### src/rtl/alu_issue_ctrl.sv
`default_nettype none
// ============================================================================
// Module   : alu_issue_ctrl
// Purpose  : Issue controller for the 16-bit lab ALU. Accepts one instruction
//            at a time, reads operands from a 16x16 register file, drives the
//            external combinational ALU and writes the result back.
// Revision : 1.0  initial release
// ============================================================================
module alu_issue_ctrl #(
  parameter int DW   = 16,
  parameter int NREG = 16
) (
  input  logic                    clk,
  input  logic                    rst_n,
  input  logic                    instr_valid,
  input  logic [15:0]             instr,
  output logic                    instr_ready,
  output logic [2:0]              alu_op,
  output logic [3:0]              alu_imm,
  output logic [DW-1:0]           alu_a,
  output logic [DW-1:0]           alu_b,
  input  logic [DW-1:0]           alu_out,
  output logic                    wb_valid,
  output logic [$clog2(NREG)-1:0] wb_addr,
  output logic [DW-1:0]           wb_data,
  output logic                    illegal,
  output logic                    busy,
  input  logic [$clog2(NREG)-1:0] dbg_addr,
  output logic [DW-1:0]           dbg_data
);

  localparam int c_AW = $clog2(NREG);

  typedef enum logic [1:0] {
    S_IDLE = 2'd0,
    S_READ = 2'd1,
    S_EXEC = 2'd2,
    S_WB   = 2'd3
  } state_t;

  state_t          r_state;
  logic [15:0]     r_instr;
  logic [DW-1:0]   r_result;
  logic [DW-1:0]   r_rf [NREG];

  // Field decode of the latched instruction.
  logic [3:0]      w_opc;
  logic [c_AW-1:0] w_rd;
  logic [c_AW-1:0] w_rs;
  logic [c_AW-1:0] w_rt;
  logic [DW-1:0]   w_imm8;
  logic            w_is_ldi;
  logic            w_uses_rt;
  logic            w_in_illegal;
  logic [DW-1:0]   w_exec_result;

  assign w_opc     = r_instr[15:12];
  assign w_rd      = r_instr[8 +: c_AW];
  assign w_rs      = r_instr[4 +: c_AW];
  assign w_rt      = r_instr[0 +: c_AW];
  assign w_imm8    = {{(DW-8){1'b0}}, r_instr[7:0]};
  assign w_is_ldi  = (w_opc == 4'd8);
  assign w_uses_rt = (w_opc[3:2] == 2'b00);

  // Illegal opcodes (9..15) are flagged at accept so the pulse lands in READ.
  assign w_in_illegal = instr[15] && (instr[14:12] != 3'd0);

  assign w_exec_result = w_is_ldi ? w_imm8 : alu_out;

  // R0 is hardwired to zero on the read side as well.
  assign dbg_data = (dbg_addr == '0) ? '0 : r_rf[dbg_addr];

  always_ff @(posedge clk or negedge rst_n) begin
    if (!rst_n) begin
      r_state     <= S_IDLE;
      r_instr     <= '0;
      r_result    <= '0;
      instr_ready <= 1'b1;
      busy        <= 1'b0;
      alu_op      <= '0;
      alu_imm     <= '0;
      alu_a       <= '0;
      alu_b       <= '0;
      wb_valid    <= 1'b0;
      wb_addr     <= '0;
      wb_data     <= '0;
      illegal     <= 1'b0;
      for (int i = 0; i < NREG; i++) begin
        r_rf[i] <= '0;
      end
    end else begin
      wb_valid <= 1'b0;
      illegal  <= 1'b0;
      case (r_state)
        S_IDLE: begin
          if (instr_valid) begin
            r_instr     <= instr;
            illegal     <= w_in_illegal;
            instr_ready <= 1'b0;
            busy        <= 1'b1;
            r_state     <= S_READ;
          end
        end
        S_READ: begin
          if (w_opc[3] && !w_is_ldi) begin
            instr_ready <= 1'b1;
            busy        <= 1'b0;
            r_state     <= S_IDLE;
          end else begin
            alu_a   <= r_rf[w_rs];
            alu_b   <= w_uses_rt ? r_rf[w_rt] : '0;
            alu_op  <= w_opc[2:0];
            alu_imm <= r_instr[3:0];
            r_state <= S_EXEC;
          end
        end
        S_EXEC: begin
          // Result and write-back outputs are loaded together so WB sees them at once.
          r_result <= w_exec_result;
          wb_valid <= 1'b1;
          wb_addr  <= w_rd;
          wb_data  <= w_exec_result;
          r_state  <= S_WB;
        end
        S_WB: begin
          if (w_rd != '0) begin
            r_rf[w_rd] <= r_result;
          end
          instr_ready <= 1'b1;
          busy        <= 1'b0;
          r_state     <= S_IDLE;
        end
        default: begin
          instr_ready <= 1'b1;
          busy        <= 1'b0;
          r_state     <= S_IDLE;
        end
      endcase
    end
  end

endmodule
`default_nettype wire

### config.mk
export PLATFORM = sky130hd
export DESIGN_NAME = alu_issue_ctrl
export DESIGN_NICKNAME = d
export VERILOG_FILES = /design/src/rtl/alu_issue_ctrl.sv
export SDC_FILE = /design/constraint.sdc
export NUM_CORES = 1
export LEC_CHECK = 0
export ABC_AREA = 0
export BUFFER_PORTS_ARGS = -buffer_cell sky130_fd_sc_hd__buf_2
export CORE_AREA = 2 2 185 233
export CTS_BUF_LIST = sky130_fd_sc_hd__clkbuf_4
export CTS_CLUSTER_SIZE = 14
export DETAILED_ROUTE_END_ITERATION = 6
export DIE_AREA = 0 0 187 235
export HOLD_SLACK_MARGIN = 0.15
export PLACE_DENSITY = 0.61
export SYNTH_ARGS = -nofsm -noshare
export SYNTH_HDL_FRONTEND = slang
export SYNTH_SLANG_ARGS = --single-unit
### constraint.sdc
create_clock -name clk -period 1.9 [get_ports clk]
set_clock_uncertainty 0.15 [all_clocks]
set_input_delay 0.095 -clock clk [delete_from_list [all_inputs] [get_ports clk]]
set_output_delay 0.095 -clock clk [all_outputs]
set_load 0.05 [all_outputs]
======== Word level (Yosys, flattened, before mapping) ========
Cells that the tools add are included.
storage, ports and cells
  register bits after elaboration ......... 337
  input bits .............................. 39
  output and inout port bits .............. 79
  word-level logic and storage cells ...... 85
cells by class
  $lt $le $gt $ge ......................... 5
  eq/ne operators ......................... 6
  mux-type cells .......................... 27
  bitwise operators ....................... 5
  reductions and logical operators ........ 14
operators by type and width
  operator                                                   number
  bitwise mux 256 bit                                        1
  binary-select mux 16 bit (select 4 bit)                    3
  2-to-1 mux 16 bit                                          10
  demux 16 bit (select 4 bit)                                1
  greater-or-equal comparator 5 bit (second input constant)  4
  NOT 4 -> 5 bit                                             4
  one-hot mux 2 bit (4 select lines)                         1
  2-to-1 mux 1 bit                                           7
  one-hot mux 1 bit (3 select lines)                         2
  AND reduction 2 bit                                        3
  nonzero test 3 bit                                         2
  < comparator 5 x 1 -> 1 bit (second input constant)        1
  equality test 2 bit (second input constant)                2
  equality test 4 bit (second input constant)                1
  logical NOT 2 bit                                          2
  logical NOT 4 bit                                          1
  2-to-1 mux 2 bit                                           2
  inequality test 2 bit (second input constant)              2
  nonzero test 4 bit                                         1
  logical AND 1 bit                                          3
  AND reduction 3 bit                                        1
  equality test 2 x 1 -> 1 bit (second input constant)       1
  logical NOT 1 bit                                          1
  NOT 1 bit                                                  1

======== Depth between registers and ports, before layout ========
  depth after elaboration ................. 6
  depth in mapped cells ................... 7
  depth with buffers taken out ............ 6

======== Worst setup path after synthesis ========
Ideal clock, no wire load.
  path kind ............................... input to output
  start ................................... input dbg_addr[0]
  end ..................................... output dbg_data[0]
  data arrival time ....................... 2,092 ps
  data required time ...................... 1,655 ps
  setup slack ............................. -437 ps
  stages on the path ...................... 6
  cells stage by stage .................... buf_2 > buf_2 > mux2i_1 > a221oi_1 > a21oi_1 > o21ai_0
between the ends
  word-level cells in the longest chain between the ends .. 5
  elaborated cells on any way between the ends .. 6
  classes of those cells .................. mux (4); bitwise (1); reduce/logical (1)
RTL lines
  what                                                  line  RTL
  from (decl)                                           28    input logic [$clog2(NREG)-1:0] dbg_addr,
  NOT 4 -> 5 bit (implied by the code)                  71    assign dbg_data = (dbg_addr == '0) ? '0 : r_rf[dbg_addr];
  binary-select mux 16 bit (select 4 bit)               71
  2-to-1 mux 16 bit (implied by the code) (2 in a row)  71
  2-to-1 mux 16 bit *                                   71
  to (decl)                                             29    output logic [DW-1:0] dbg_data
Every way passes the cells marked *; elsewhere a longest branch is shown, timed or not. The select of a mux whose other input is x is not followed.

======== Worst setup path after layout ========
  start ................................... register r_rf[83] in the netlist's numbering
  end ..................................... output dbg_data[3]
between the ends
  word-level cells in the longest chain between the ends .. 4
RTL lines
  what                                                  line  RTL
  from (decl)                                           44    logic [DW-1:0] r_rf [NREG];
  from (signal, indexed assignment)                     127   r_rf[w_rd] <= r_result;
  binary-select mux 16 bit (select 4 bit)               71
  2-to-1 mux 16 bit (implied by the code) (2 in a row)  71
  2-to-1 mux 16 bit                                     71
Every way passes these cells. The select of a mux whose other input is x is not followed.

==> summary.md <==
| Metric | Value |
|---|---|
| DRT iter0 DRCs | 1,459 |
| Critical Path RT | 1.65 ns |
| Grt ovf | 0 |
| Setup Crit Path Kind | flip-flop to output port |
| Yosys top cell by area | dfrtp_1 |
| Via count | 15,050 |
| Share of Yosys cell area claimed by the top area cell type | 45.18% |
| First-pass GRT wire length | 99.93 mm |
| Pre-CTS WS | -0.2261 ns |
| Antenna violations before repair | 1 |
| Max_cap viols | 0 |
| Total GRT Usage | 30.65% |
| Area of the multi-input gates | 10,680 sq um |
| Clock-pin slew of the registers on the worst-case setup and hold paths | 0.07 ns |
| Synthesized area | 18,610 sq um |
| CP startpoint kind | flip-flop |
| Mapped Cells | 1,316 |
| Final setup margin | -0.6051 ns |
| Core outline area | 41,730 sq um |
| Sequential area share after synthesis | 45.32% |
| Post-route ant nets | 0 |
| Vias in the first global route | 15,440 |
| Root Buffer | clkbuf_4 |
| Worst setup EP type | output port |
| I/O pin cnt | 118 |
| Net Sw Frac | 41.02% |
| CTS tree | done |
| Synth top area cells | dfrtp_1 (45%), mux4_2 (19%), mux2_2 (14%) |
| Synth unique cells | 45 |
| Status | finished, violations left |
| DRC | 0 |
| Rel. slew slack | 51.17% |
| Primary FF master, synth | dfrtp_1 |
| Initial core utilization | 44.60% |
| Slew at the pin closest to its max-slew limit | 0.7310 ns |
| Final core occ | 62.43% |
| Most frequent cells in the layout | dfrtp_1 (314), buf_4 (204), mux4_2 (171), mux2_4 (161), clkbuf_4 (138) |
| Unrepaired setup endpoints after global routing | yes |
| Synthesis Warnings | 0 |
| Fillers | 3,175 |
| Die height | 235 um |
| Failing checks | negative setup slack |
| Htree depth | 3 |
| Syn Nets | 1,359 |
| Combinational Power Share | 53.1% |
| Fin crit share | 131.8% |
| Layout cells sized above 1 | 63.30% |
| Number of flops mapped to enable cells by yosys | 0 |
| Std cell rows | 84 |
| Clock sinks | 337 |
| Skew-Pair Late Insertion Delay | 0.81 ns |
| Switching pwr | 16.29 mW |
| Worst path arrival time | 2.26 ns |
| CTS max path bufs | 3 |
| Final WL | 68.86 mm |
| Synth async-reset ratio | 100.0% |
| Finish-stage setup viols | 142 |
| Drt pass-1 iters | 5 |
| Die width | 187 um |
| Post-layout min period | 2.505 ns |
| Max VDD drop | 1.038 mV |
| Yosys reg bits | 337 |
| Fmax | 0.3992 GHz |
| LEAKAGE | 11.90 nW |
| Reg area | 8469 sq um |
| Total Die Area | 43,950 sq um |
| Wire per inst | 28.93 um |
| HP Class | input port to asynchronous set/reset pin |
| Dpl hpwl | 38.67 mm |
| IO Port Bufs | 117 |
| Avg Inst Size Synth | 14.14 sq um |
| Power per cell area | 1524 nW/um^2 |
| Num CTS Buffers | 91 |
| Pin count of the biggest net entering global routing | 77 |
| Vias per inst | 6.324 |
| P_int | 23.42 mW |
| GP Congestion | 0.8633 |
| Clock share of power | 16.0% |
| Reg power frac | 31.0% |
| Crit-path max FO | 4 |
| Most common cell after layout, fill and taps aside | dfrtp_1 |
| Final hold vios | 0 |
| Layout area overhead | 39.99% |
| Max Slew Vio Count | 0 |
| Fin nets | 1,803 |
## worst max-delay path, stage by stage (launching register included)
cell	delay, ns
dfrtp_1	0.41
mux2i_1	0.10
a221oi_2	0.28
buf_4	0.17
a211oi_2	0.05
a21oi_2	0.24
buf_6	0.20
## timing repair
| item | in CTS | in global routing |
|---|---|---|
| gates resized for setup | 262 | 207 |
| cloned | 23 | 6 |
| setup buffers | 106 | 52 |
| hold buffers | 69 | 0 |
| pin swaps | 68 | 60 |
| setup endpoints to repair | 146 | 259 |
| endpoints found under the hold margin | 374 | 0 |
## cell usage after synthesis, types with 2 or more instances
library cell  number
o22ai_1           24
a22oi_2            4
nor2b_1            6
ha_1               4
o21ai_0           52
buf_6              9
clkbuf_1          72
or3_1              3
mux2_4            12
nand2b_1           4
nor2_1            14
a21oi_1           34
mux4_2           157
buf_1              6
mux2i_1           56
mux4_1            19
inv_1             14
a32oi_1            9
nor3_1             4
a221oi_1          16
buf_2             44
nand3b_4           2
mux2_2           226
a211oi_1          23
a22oi_1           28
a21o_1            16
nor2_2             9
buf_4              8
and2_1             5
dfrtp_1          336
nand2_1           86
## routing by layer
| layer | up-vias | wire (um) | share of wire (%) | track usage (%) |
|---|---|---|---|---|
| met1 | 7704 | 25540 | 37 | 39.10 |
| met2 | 1058 | 32280 | 47 | 47.82 |
| met3 | 252 | 6621 | 9.6 | 6.662 |
| met5 | - | 0 | 0 | 0 |
| li1 | 6036 | - | - | - |
| met4 | 0 | 4411 | 6.4 | 19.05 |
## state kept, by name, indices dropped and copies added (netlist names), named ones only
name,count
wb_valid,1
alu_b,16
alu_a,16
wb_addr,4
r_instr,16
r_state,1
illegal,1
busy,1
instr_ready,1
r_rf,256
alu_imm,4
r_result,16
alu_op,3
## power by group through the flow
stage | Combinational, mW | Sequential, mW | Clock [mW]
after floorplan | 9.52 | 13.0 | 0
after global placement | 15.4 | 12.4 | 0
after detailed placement | 15.7 | 12.5 | 0
after CTS | 20.1 | 12.2 | 6.47
after global routing | 22.0 | 12.6 | 6.85
final | 21.1 | 12.3 | 6.34
## kinds of logic (layout without fill, tap and decap cells)
kind of cell             after synthesis  in the layout  share of synthesized area (%)
buffers and inverters                154            658                          4.014
AO/OA/AOI/OAI                        210            210                          7.436
AND/OR/NAND/NOR                      141            141                          3.617
adder cells (fa/ha/maj)                4              4                         0.2690
multiplexers                         470            470                          39.34
flip-flops                           337            337                          45.32
other                                  0              1                              0
## metrics by stage
step | area [sq um] | total power, mW | instances | setup TNS [ns] | hold WS (ns)
floorplan | 18690 | 22.49 | 1316 | -0.2651 | -0.3506
global placement | 21020 | 27.81 | 1991 | -4.126 | -0.1464
detailed placement | 21020 | 28.14 | 1991 | -5.504 | -0.1459
CTS | 25280 | 38.81 | 2342 | -16.65 | 0.1562
global route | 26050 | 41.38 | 2380 | -24.03 | 0.2521
finish | 26050 | 39.71 | 2380 | -14.98 | 0.2337
## path summary, 6_finish.rpt
check / start / to / slack, ns / depth (start not counted)
worst min register to register: r_rf[252] / r_rf[252] / 0.27 / 0
min in group clk: r_rf[252] / r_rf[252] / 0.27 / 0
max in group asynchronous: rst_n / r_rf[123] / 0.58 / 5
worst min-delay path: rst_n / r_instr[9] / 0.23 / 4
worst max register to register: r_instr[0] / alu_b[2] / -0.16 / 6
worst max-delay path: r_rf[83] / dbg_data[3] / -0.61 / 6
## cell type report
cell class	instances	share of cell area, %
inverter	14	0.2017
sequential	337	32.51
multi-input combinational	825	41.00
antenna	1	0.009606
tap	559	2.685
clock buffer	136	3.919
clock inverter	17	0.2450
timing repair buffer	491	19.42
(Power assumes the default switching activity.)
